**src/rtl/rsub_div_ctrl.sv**
```systemverilog
// Sequencing FSM for the repeated-add accumulator: quotient/remainder by repeated subtraction.
// Optional feature: define RSUB_DIV_CTRL_START_ABORT_EN to let start restart a busy operation.
module rsub_div_ctrl #(
    parameter int CNT_W    = 32,
    parameter int MAX_ITER = 1024
) (
    input  logic             CLK,
    input  logic             RST,
    input  logic             start,
    input  logic             x,
    output logic             s,
    output logic             we,
    output logic             busy,
    output logic             done,
    output logic             err,
    output logic [CNT_W-1:0] quotient
);

    typedef enum logic [1:0] {IDLE, LOAD, ITER, DONE} state_t;

    state_t           state, state_nxt;
    logic [CNT_W-1:0] quotient_nxt;
    logic             err_q, err_nxt;
    logic             wrote;
    logic             at_limit;
    logic             abort_req;

    assign at_limit = (quotient == CNT_W'(MAX_ITER));

`ifdef RSUB_DIV_CTRL_START_ABORT_EN
    assign abort_req = start & ((state == LOAD) | (state == ITER));
`else
    assign abort_req = 1'b0;
`endif

    always_ff @(posedge CLK or posedge RST) begin
        if (RST) begin
            state    <= IDLE;
            quotient <= '0;
            err_q    <= 1'b0;
        end else begin
            state    <= state_nxt;
            quotient <= quotient_nxt;
            err_q    <= err_nxt;
        end
    end

    // The datapath writes on the negedge, after which x already shows the next sum;
    // capture whether this ITER cycle actually wrote so the posedge counts that write.
    always_ff @(negedge CLK or posedge RST) begin
        if (RST) begin
            wrote <= 1'b0;
        end else begin
            wrote <= (state == ITER) & we;
        end
    end

    always_comb begin
        // NOTE: every output of this block is defaulted first so no path infers a latch.
        state_nxt    = state;
        quotient_nxt = quotient;
        err_nxt      = err_q;
        s            = 1'b0;
        we           = 1'b0;
        busy         = 1'b0;
        done         = 1'b0;
        err          = 1'b0;

        case (state)
            IDLE: begin
                if (start) begin
                    state_nxt    = LOAD;
                    quotient_nxt = '0;
                    err_nxt      = 1'b0;
                end
            end
            LOAD: begin
                we        = 1'b1;
                busy      = 1'b1;
                state_nxt = ITER;
            end
            ITER: begin
                s    = 1'b1;
                busy = 1'b1;
                we   = ~x & ~at_limit;
                if (wrote) begin
                    quotient_nxt = quotient + CNT_W'(1);
                end else begin
                    // A stall with a non-negative sum can only mean the limit stopped us.
                    state_nxt = DONE;
                    err_nxt   = at_limit & ~x;
                end
            end
            DONE: begin
                done      = 1'b1;
                err       = err_q;
                state_nxt = IDLE;
            end
            default: state_nxt = IDLE;
        endcase

        if (abort_req) begin
            state_nxt    = LOAD;
            quotient_nxt = '0;
            err_nxt      = 1'b0;
        end
    end

endmodule

```
**config.mk**
```make
export PLATFORM = sky130hd
export DESIGN_NAME = rsub_div_ctrl
export DESIGN_NICKNAME = d
export VERILOG_FILES = /design/src/rtl/rsub_div_ctrl.sv
export SDC_FILE = /design/constraint.sdc
export NUM_CORES = 1
export LEC_CHECK = 0
export BUFFER_PORTS_ARGS = -buffer_cell sky130_fd_sc_hd__buf_4
export CAP_MARGIN = 20
export CORE_ASPECT_RATIO = 1.2
export CORE_MARGIN = 5
export CORE_UTILIZATION = 40
export CTS_CLUSTER_DIAMETER = 30
export DETAILED_ROUTE_END_ITERATION = 7
export SLEW_MARGIN = 40
export SYNTH_ARGS = -nofsm -noshare
export SYNTH_HDL_FRONTEND = slang
export SYNTH_SLANG_ARGS = --single-unit
```
**constraint.sdc**
```tcl
create_clock -name CLK -period 3.01 [get_ports CLK]
set_input_delay 0.301 -clock CLK [delete_from_list [all_inputs] [get_ports CLK]]
set_output_delay 0.301 -clock CLK [all_outputs]
set_load 0.05 [all_outputs]
```
# After elaboration in Yosys (flattened, before gate mapping)
# Index checks and enable logic that the tools add are counted.
[totals]
out_inout_bits = 37
register_bits = 36
word_cells = 37
[classes]
n_reduce_logical = 6
n_eq_ne = 7
mux = 14
bitwise = 5
add_sub_neg = 1
[op_table]
columns = ["op", "n"]
rows = [
  ["$mux W32", 2],
  ["$pmux W32 S2", 1],
  ["$add A32 B1 Y32 const B", 1],
  ["$eq A32 B11 Y1 const B", 1],
  ["$pmux W2 S4", 1],
  ["$mux W1", 6],
  ["$ne A2 B2 Y1 const B", 3],
  ["$reduce_and A3 Y1", 2],
  ["$eq A2 B2 Y1 const B", 2],
  ["$mux W2", 2],
  ["$pmux W1 S2", 2],
  ["$and A1 B1 Y1", 3],
  ["$eq A2 B1 Y1 const B", 1],
  ["$logic_not A2 Y1", 1],
  ["$not A1 Y1", 2],
  ["$reduce_and A2 Y1", 1],
  ["$reduce_bool A2 Y1", 1],
  ["$reduce_or A2 Y1", 1],
]

# Logic depth before layout (Yosys ltp)
# Gate-level depths: netlist of the first run.
[depth]
word_depth = 5
depth_mapped = 8

==> results of run 1 <==
## layout make-up
class / instances / area, um2
flip-flops and latches: 36 / 913
inverters: 8 / 30.0
well taps: 60 / 75.1
repair buffers: 92 / 711
clock inverters: 3 / 18.8
fillers: 456 / 1930
multi-input cells: 162 / 1160
clock buffers: 5 / 68.8
## registers in the layout, indices dropped and copies added (netlist names)
name      count
state         2
wrote         1
err_q         1
quotient     32
## logic make-up (layout without fill, tap and decap cells)
logic type	after synthesis	in the layout	synth area share [%]
simple gates	104	104	29.0
xor+xnor	18	18	7.83
compound gates	31	31	9.70
fa+ha+maj	6	6	3.73
buf+inv	16	108	3.23
mux	3	3	1.80
flops	36	36	44.7
## placed cells by master (no fill, tap or decap), drive strengths merged, types with 2 or more instances in the layout
cell / instances
nor4b: 2
mux2: 2
nor3: 3
a22o: 2
xor2: 17
nor4: 6
or3: 7
a21oi: 9
nand3: 12
nand2: 14
and3: 6
nor2: 30
clkbuf: 5
or4: 2
and4: 2
nand4: 13
buf: 92
and2: 3
o21ai: 11
ha: 6
clkinv: 3
inv: 8
nor2b: 2
o31ai: 2
dfrtp: 35
## critical path, delay by kind of cell (launching register included)
kind	cells	cell delay, ns
and+or+nand+nor	4	0.93
AOI/OAI and AO/OA	1	0.13
DFF	1	0.45
## routing by layer
metal,up-vias,GRT usage (%)
li1,940,-
met1,878,22.9
met2,41,27.5
met3,2,2.99
met4,0,5.34
met5,-,0
## power groups by stage
stage               combinational (uW)  sequential, uW  clock, uW
CTS                                647             539        354
global route                       715             544        381
detailed placement                 648             548          0
floorplan                          440             579          0
finish                             659             540        341
global placement                   647             546          0
## path summary, 6_finish.rpt
| path | startpoint | end | slack (ns) | depth (start not counted) |
|---|---|---|---|---|
| min in group CLK | start | quotient[9]$_DFFE_PP0P_ | 0.44 | 4 |
| setup / recovery | wrote$_DFF_NP0_ | quotient[25]$_DFFE_PP0P_ | -0.09 | 5 |
| max in group asynchronous | RST | wrote$_DFF_NP0_ | 1.63 | 2 |
| hold reg to reg | err_q$_DFFE_PP0P_ | err_q$_DFFE_PP0P_ | 0.50 | 1 |
| setup reg to reg | wrote$_DFF_NP0_ | quotient[25]$_DFFE_PP0P_ | -0.09 | 5 |
| hold / removal | RST | quotient[30]$_DFFE_PP0P_ | 0.17 | 3 |
## through the flow
stage	worst slack, ns	power (uW)	util, %
CTS	-0.107	1540	58.5
global route	-0.180	1640	60.6
global placement	-0.0645	1190	56.1
finish	-0.0938	1540	60.6
floorplan	-0.231	1020	-
detailed placement	-0.128	1200	56.1
## repair_timing
item / in CTS / in global routing
cloned: 0 / 1
resized for setup: 3 / 19
setup buffers: 1 / 4
setup endpoints to repair: 13 / 23
pin swaps: 3 / 15
==> impl_metrics.env, run 1 <==
export IMPL_cp_cell_sequence="nor2b_4 -> nor3_4 -> nand4_4 -> or4_1 -> a21oi_1"
export IMPL_num_rows=28
export IMPL_cts_tree="done"
export IMPL_clockBufferDepth=2
export IMPL_wirelength_met1_um=2340
export IMPL_syn_nets=224
export IMPL_initial_core_util_pct=41.0
export IMPL_synth_cell_type_count=42
export IMPL_leakagePower_uw=0.00149
export IMPL_numCtsBuffers=5
export IMPL_grt_pass1_vias=1814
export IMPL_relSlewSlack_pct=64.7
export IMPL_p_clk_share_pct=22.2
export IMPL_clkSinkCount=36
export IMPL_synth_common_cells="35 x dfrtp_1, 30 x nor2_1, 17 x xor2_1, 14 x nand2_1, 12 x nand3_1"
export IMPL_yosysSeqAreaShare_pct=44.7
export IMPL_wl_um=5240
export IMPL_postCtsHoldBufs=0
export IMPL_finalNonFillerCells=366
export IMPL_synth_top_cell_area_share_pct=43.5
export IMPL_core_um2=4900
export IMPL_timing_hold_ws_ns=0.166
export IMPL_syn_area_um2=2010
export IMPL_ant_nets=0
export IMPL_fin_worst_skew_ns=0.0153
export IMPL_worstSetupEndpointType="flop"
export IMPL_timing_final_ws_setup_ns=-0.0938
export IMPL_die_w_um=74.8
export IMPL_grt_max_degree=36
export IMPL_grt_usage_pct=17.0
export IMPL_wl_met2_um=2660
export IMPL_comb_power_share_pct=42.8
export IMPL_yosysMostFrequentCell="dfrtp_1"
export IMPL_syn_inst=214
export IMPL_drtIter0Drc=64
export IMPL_port_buffers=40
export IMPL_gp_congestion=0.786
export IMPL_num_vias=1861
export IMPL_drc=0
export IMPL_via_per_inst=5.08
export IMPL_htree_levels=2
export IMPL_yosysWarnings=0
export IMPL_synth_seq_cells=36
export IMPL_die_h_um=87.7
export IMPL_async_flop_share_pct=100
export IMPL_tightest_slew_ns=0.519
export IMPL_p_sw_uw=623
export IMPL_hold_violations=0
export IMPL_wl_met3_um=196
export IMPL_seq_power_share_pct=35.1
export IMPL_power_internal_uw=917
export IMPL_crit_path_max_incr_delay_ns=0.53
export IMPL_die_area_um2=6560
export IMPL_clk_latency_ns=0.29
export IMPL_synth_area_top_cells="dfrtp_1 44%, xor2_1 7.4%, nor2_1 5.6%, ha_1 3.7%, nand4_1 3.4%"
export IMPL_cpMaxStageDelayCell="or4_1"
export IMPL_syn_to_final_growth_pct=47.7
export IMPL_start_kind="flop"
export IMPL_cts_root_buf="clkbuf_8"
export IMPL_power_per_cell_area_nw_per_um2=518
export IMPL_final_nets=315
export IMPL_wire_per_inst_um=14.3
export IMPL_firstDrtPassIters=4
export IMPL_postPlaceCellArea_um2=2750
export IMPL_clk_pin_slew_ns=0.08
export IMPL_worstHoldPathType="input port to async pin"
export IMPL_peakVddDrop_uv=719
export IMPL_setup_viol=12
export IMPL_grt_pass1_wl_um=8570
export IMPL_dp_hpwl_um=3990
export IMPL_yosysTopAreaCell="dfrtp_1"
export IMPL_status="complete, but fails checks"
export IMPL_cp_data_required_time_ns=3.23
export IMPL_pin_count=41
export IMPL_violations="setup timing"
export IMPL_synth_avg_cell_area_um2=9.41
export IMPL_drv_slew=0
export IMPL_highest_layer="met4"
export IMPL_criticalPathCategory="flop to flop"
export IMPL_place_inst=353
export IMPL_cp_max_fo=5
export IMPL_antennaDiodeCount=0
export IMPL_synth_edf_count=0
export IMPL_setup_tns_ns=-0.687
export IMPL_rsz0062_at_grt="true"
export IMPL_grt_overflow_total=0
export IMPL_post_route_cells_drive_above_1_share_pct=46.4
export IMPL_maxCapViolCount=0
export IMPL_switching_share_pct=40.5
export IMPL_antenna_found_initial=0
export IMPL_synth_ff_type="dfrtp_1"
export IMPL_final_cell_area_um2=2970
export IMPL_crit_arrival_ns=3.32
Power figures use the tool's default switching activity.
==> inputs of run 2 (changes only) <==
==> constraint.sdc (replaced) <==
create_clock -name CLK -period 3.01 [get_ports CLK]
set_input_delay 0.602 -clock CLK [delete_from_list [all_inputs] [get_ports CLK]]
set_output_delay 0.602 -clock CLK [all_outputs]
set_load 0.05 [all_outputs]
==> run 2 against run 1 <==
Effect of this change:
- critical path type unchanged
- combinational power is 2% lower
- die area stayed put
- the run still ends with setup timing left
- register-to-register slack worse by 0.03 ns
- power hardly changed
==> impl_metrics.env, run 2 (synthesized netlist as in run 1, its figures left out) <==
export IMPL_power_internal_uw=926
export IMPL_p_sw_uw=615
export IMPL_timing_final_ws_setup_ns=-0.122
export IMPL_final_cell_mix="87 x buf_4, 26 x nor2_1, 25 x dfrtp_1"
export IMPL_path_buf_inv=0
export IMPL_num_vias=1915
export IMPL_timing_hold_ws_ns=0.478
export IMPL_rrSetupSlack_ns=-0.12
export IMPL_syn_to_final_growth_pct=46.6
export IMPL_fin_worst_skew_ns=0.00572
export IMPL_rsz0062_at_grt="true"
export IMPL_maxCapViolCount=0
export IMPL_largest_registers="quotient x32, state x2"
export IMPL_drv_slew=0
export IMPL_clk_pin_slew_ns=0.07
export IMPL_power_per_cell_area_nw_per_um2=522
export IMPL_clkSinkCount=36
export IMPL_postPlaceCellArea_um2=2750
export IMPL_start_kind="flop"
export IMPL_grt_pass1_vias=1838
export IMPL_grt_overflow_total=0
export IMPL_cp_data_required_time_ns=3.24
export IMPL_num_rows=28
export IMPL_tightest_slew_ns=0.524
export IMPL_setup_viol=12
export IMPL_via_per_inst=5.25
export IMPL_dp_hpwl_um=3930
export IMPL_switching_share_pct=39.9
export IMPL_pin_count=41
export IMPL_antenna_found_initial=0
export IMPL_top_register="quotient"
export IMPL_final_nets=314
export IMPL_final_common_cell="buf_4"
export IMPL_ant_nets=0
export IMPL_wire_per_inst_um=14.5
export IMPL_htree_levels=2
export IMPL_core_um2=4900
export IMPL_grt_pass1_wl_um=8690
export IMPL_crit_arrival_ns=3.36
export IMPL_wl_um=5310
export IMPL_cts_tree="done"
export IMPL_criticalPathCategory="flop to flop"
export IMPL_seq_power_share_pct=34.9
export IMPL_die_area_um2=6560
export IMPL_final_cell_area_um2=2950
export IMPL_largest_register_ffs=32
export IMPL_crit_family="simple AND/OR/NAND/NOR gates"
export IMPL_grt_max_degree=36
export IMPL_p_clk_share_pct=23.3
export IMPL_gp_congestion=0.782
export IMPL_leakagePower_uw=0.00146
export IMPL_port_buffers=40
export IMPL_worstSetupEndpointType="flop"
export IMPL_worstHoldPathType="input port to async pin"
export IMPL_clk_latency_ns=0.29
export IMPL_cp_cell_sequence="nor2b_4 -> nor3_4 -> nand4_4 -> or4_4 -> a21oi_2"
export IMPL_drc=0
export IMPL_cp_max_fo=7
export IMPL_post_route_cells_drive_above_1_share_pct=46.6
export IMPL_hold_violations=0
export IMPL_initial_core_util_pct=41.0
export IMPL_crit_path_max_incr_delay_ns=0.56
export IMPL_numCtsBuffers=5
export IMPL_die_h_um=87.7
export IMPL_status="complete, but fails checks"
export IMPL_peakVddDrop_uv=576
export IMPL_comb_power_share_pct=41.8
export IMPL_fillers=445
export IMPL_die_w_um=74.8
export IMPL_cts_root_buf="clkbuf_8"
export IMPL_antennaDiodeCount=0
export IMPL_relSlewSlack_pct=64.4
export IMPL_clockBufferDepth=2
export IMPL_violations="setup timing"
export IMPL_grt_usage_pct=17.5
export IMPL_cpMaxStageDelayCell="or4_4"
export IMPL_drtIter0Drc=87
export IMPL_firstDrtPassIters=4
run 2: tightest hold or removal path, cell delays in order:
cell   delay, ns
buf_4       0.11
inv_1       0.08
buf_4       0.41
run 2: final timing paths:
path	startpoint	cells past startpoint	end
worst max-delay path	wrote$_DFF_NP0_	5	quotient[31]$_DFFE_PP0P_
worst min-delay path	RST	3	err_q$_DFFE_PP0P_
worst max register to register	wrote$_DFF_NP0_	5	quotient[31]$_DFFE_PP0P_
worst min register to register	err_q$_DFFE_PP0P_	1	err_q$_DFFE_PP0P_
max in group asynchronous	RST	2	wrote$_DFF_NP0_
min in group CLK	err_q$_DFFE_PP0P_	1	err_q$_DFFE_PP0P_
run 2: area by class of cell:
cell class,instances,area (um2),share of cell area [%]
multi-input combinational,162,1140,38.7
tap,60,75.1,2.54
clock buffer,6,82.6,2.80
clock inverter,2,10.0,0.339
inverter,8,30.0,1.02
sequential,36,913,31.0
timing repair buffer,91,698,23.7
run 2: per-stage QoR:
stage / TNS [ns] / worst slack [ns] / util (%) / total power (uW) / instances
after floorplan: -1.52 / -0.231 / - / 1020 / 214
final: -0.913 / -0.122 / 60.2 / 1540 / 365
after CTS: -1.32 / -0.140 / 59.1 / 1560 / 365
after global routing: -1.92 / -0.188 / 60.2 / 1630 / 365
after detailed placement: -0.937 / -0.161 / 56.1 / 1190 / 353
after global placement: -0.391 / -0.0731 / 56.1 / 1190 / 353
run 2: repair_timing:
action	4_1_cts	5_1_grt
hold buffers	0	0
pin swaps	8	9
hold endpoints to repair	0	0
endpoints found under the setup margin	13	25
resized for setup	6	13
setup buffers	4	1
run 2: metal layers:
layer	share of wire (%)	up-vias	global-route usage [%]
li1	-	940	-
met3	4.1	8	4.25
met2	50	33	28.3
met4	1.7	0	6.31
met5	0	-	0
met1	44	934	22.5
run 2: power groups by stage:
stage / registers [uW] / logic (uW) / clock network (uW)
after floorplan: 579 / 440 / 0
after global placement: 546 / 644 / 0
after detailed placement: 547 / 645 / 0
after CTS: 538 / 648 / 373
after global routing: 542 / 700 / 389
final: 538 / 644 / 359
==> inputs of run 3 (changes only) <==
CORE_MARGIN = not set   (was 5)
CORE_UTILIZATION = 54   (was 40)
PLACE_DENSITY = 0.79   (was not set)
==> run 3 against run 2 <==
Effect of this change:
- the flow finishes with violations (DRC, setup timing)
- largest power group unchanged
- sequential cell count did not move
- first-iteration DRC count rose by 64%
- clock power grew 20%
- core utilization rose by 25 points
- via count increased by 2.1%
- sequential share of layout area rose by 0.17 points
- power rose by 8.0%
- final area shrank 0.55%
- setup slack got worse by 0.0064 ns
- non-clock buffer count fell by 1
- routed wire length grew 2.2%
==> impl_metrics.env, run 3 (synthesized netlist as in run 1, its figures left out) <==
export IMPL_wire_per_inst_um=15.9
export IMPL_rsz0062_at_grt="true"
export IMPL_clockBufferDepth=2
export IMPL_antennaDiodeCount=0
export IMPL_postCtsHoldBufs=0
export IMPL_wl_met2_um=2790
export IMPL_final_util_pct=85.0
export IMPL_grt_pass1_vias=1859
export IMPL_status="complete, but fails checks"
export IMPL_numCtsBuffers=5
export IMPL_relSlewSlack_pct=52.0
export IMPL_grt_max_degree=36
export IMPL_clk_pin_slew_ns=0.08
export IMPL_crit_arrival_ns=3.35
export IMPL_final_cell_mix="86 x buf_4, 27 x nor2_1, 25 x dfrtp_1"
export IMPL_largest_registers="quotient x32, state x2"
export IMPL_drc=1
export IMPL_grt_pass1_wl_um=8360
export IMPL_crit_path_max_incr_delay_ns=0.50
export IMPL_clk_latency_ns=0.29
export IMPL_drtIter0Drc=143
export IMPL_ant_nets=0
export IMPL_num_rows=23
export IMPL_path_buf_inv=0
export IMPL_highest_layer="met4"
export IMPL_cpMaxStageDelayCell="or4_1"
export IMPL_setup_viol=11
export IMPL_antenna_found_initial=0
export IMPL_wl_um=5420
export IMPL_num_vias=1955
export IMPL_wirelength_met1_um=2330
export IMPL_criticalPathCategory="flop to flop"
export IMPL_setup_tns_ns=-0.796
export IMPL_initial_core_util_pct=58.3
export IMPL_largest_register_ffs=32
export IMPL_grt_usage_pct=28.0
export IMPL_timing_final_ws_setup_ns=-0.128
export IMPL_grt_overflow_total=0
export IMPL_cp_max_fo=8
export IMPL_crit_family="simple AND/OR/NAND/NOR gates"
export IMPL_die_w_um=57.7
export IMPL_pin_count=41
export IMPL_die_h_um=68.9
export IMPL_htree_levels=2
export IMPL_gp_congestion=0.875
export IMPL_cp_cell_sequence="nor2b_4 -> nor3_4 -> nand4_4 -> or4_1 -> a21oi_1"
export IMPL_cts_tree="done"
export IMPL_final_common_cell="buf_4"
export IMPL_dp_hpwl_um=3640
export IMPL_syn_to_final_growth_pct=45.7
export IMPL_worstHoldPathType="input port to async pin"
export IMPL_core_um2=3450
export IMPL_finalPower_uw=1660
export IMPL_drv_slew=0
export IMPL_fillers=207
export IMPL_power_per_cell_area_nw_per_um2=567
export IMPL_violations="DRC, setup timing"
export IMPL_clkSinkCount=36
export IMPL_port_buffers=40
export IMPL_via_per_inst=5.73
export IMPL_die_area_um2=3980
export IMPL_tightest_slew_ns=0.719
export IMPL_start_kind="flop"
export IMPL_firstDrtPassIters=7
export IMPL_peakVddDrop_uv=881
export IMPL_maxCapViolCount=0
export IMPL_cts_root_buf="clkbuf_8"
export IMPL_cp_data_required_time_ns=3.23
export IMPL_hold_violations=0
export IMPL_post_place_ws_ns=-0.118
export IMPL_wl_met3_um=207
export IMPL_worstSetupEndpointType="flop"
export IMPL_fin_worst_skew_ns=0.00612
export IMPL_post_route_cells_drive_above_1_share_pct=44.1
export IMPL_final_nets=313
export IMPL_leakagePower_uw=0.00148
export IMPL_top_register="quotient"
## run 3: changes by cell type in the layout (fill, tap and decap cells not counted), sizes merged
cell / delta
clkbuf: -1
clkinvlp: +1
clkinv: -1
buf: -1
bufinv: +1
## run 3: path summary, 6_finish.rpt
| kind | from | endpoint | slack [ns] | cells past startpoint |
|---|---|---|---|---|
| max | wrote$_DFF_NP0_ | quotient[25]$_DFFE_PP0P_ | -0.13 | 5 |
| min | RST | quotient[24]$_DFFE_PP0P_ | 0.47 | 3 |
| max reg2reg | wrote$_DFF_NP0_ | quotient[25]$_DFFE_PP0P_ | -0.13 | 5 |
| min reg2reg | err_q$_DFFE_PP0P_ | err_q$_DFFE_PP0P_ | 0.50 | 1 |
| max in group asynchronous | RST | wrote$_DFF_NP0_ | 1.32 | 2 |
| min in group CLK | err_q$_DFFE_PP0P_ | err_q$_DFFE_PP0P_ | 0.50 | 1 |
## run 3: stage by stage
stage | hold WS [ns] | instances | instance area (um2)
after detailed placement | 0.484 | 327 | 2700
after global routing | 0.526 | 341 | 2930
after global placement | 0.470 | 327 | 2700
after CTS | 0.484 | 336 | 2860
final | 0.466 | 341 | 2930
after floorplan | 0.458 | 214 | 2070
## run 3: metal layers
layer	up-vias	track usage, %
met4	0	10.1
met1	947	35.6
met3	10	5.04
met5	-	0
met2	65	48.1
li1	933	-
## run 3: area by class of cell
cell class	instances	area [um2]	area share [%]
clock inverters	3	42.5	1.45
well taps	37	46.3	1.58
multi-input cells	162	1140	38.9
clock buffers	5	68.8	2.35
flip-flops and latches	36	913	31.1
repair buffers	90	691	23.5
inverters	8	30.0	1.02
## run 3: worst reg2reg max path: cells and delay by family (launching register included)
family          cells  cell delay, ns
flops               1            0.46
compound gates      1            0.15
simple gates        4            0.95
## run 3: timing repair
item / CTS / global route
setup endpoints to repair: 12 / 20
pin swaps: 4 / 8
gates cloned: 0 / 0
buffers inserted: 1 / 6
resized for setup: 7 / 7
## run 3: report_power, final
group	total (uW)	switching, uW	leakage, uW	internal, uW
clock	430	185	0.0000541	245
sequential	540	25.6	0.000482	515
combinational	695	436	0.000946	259
total	1660	646	0.00148	1020
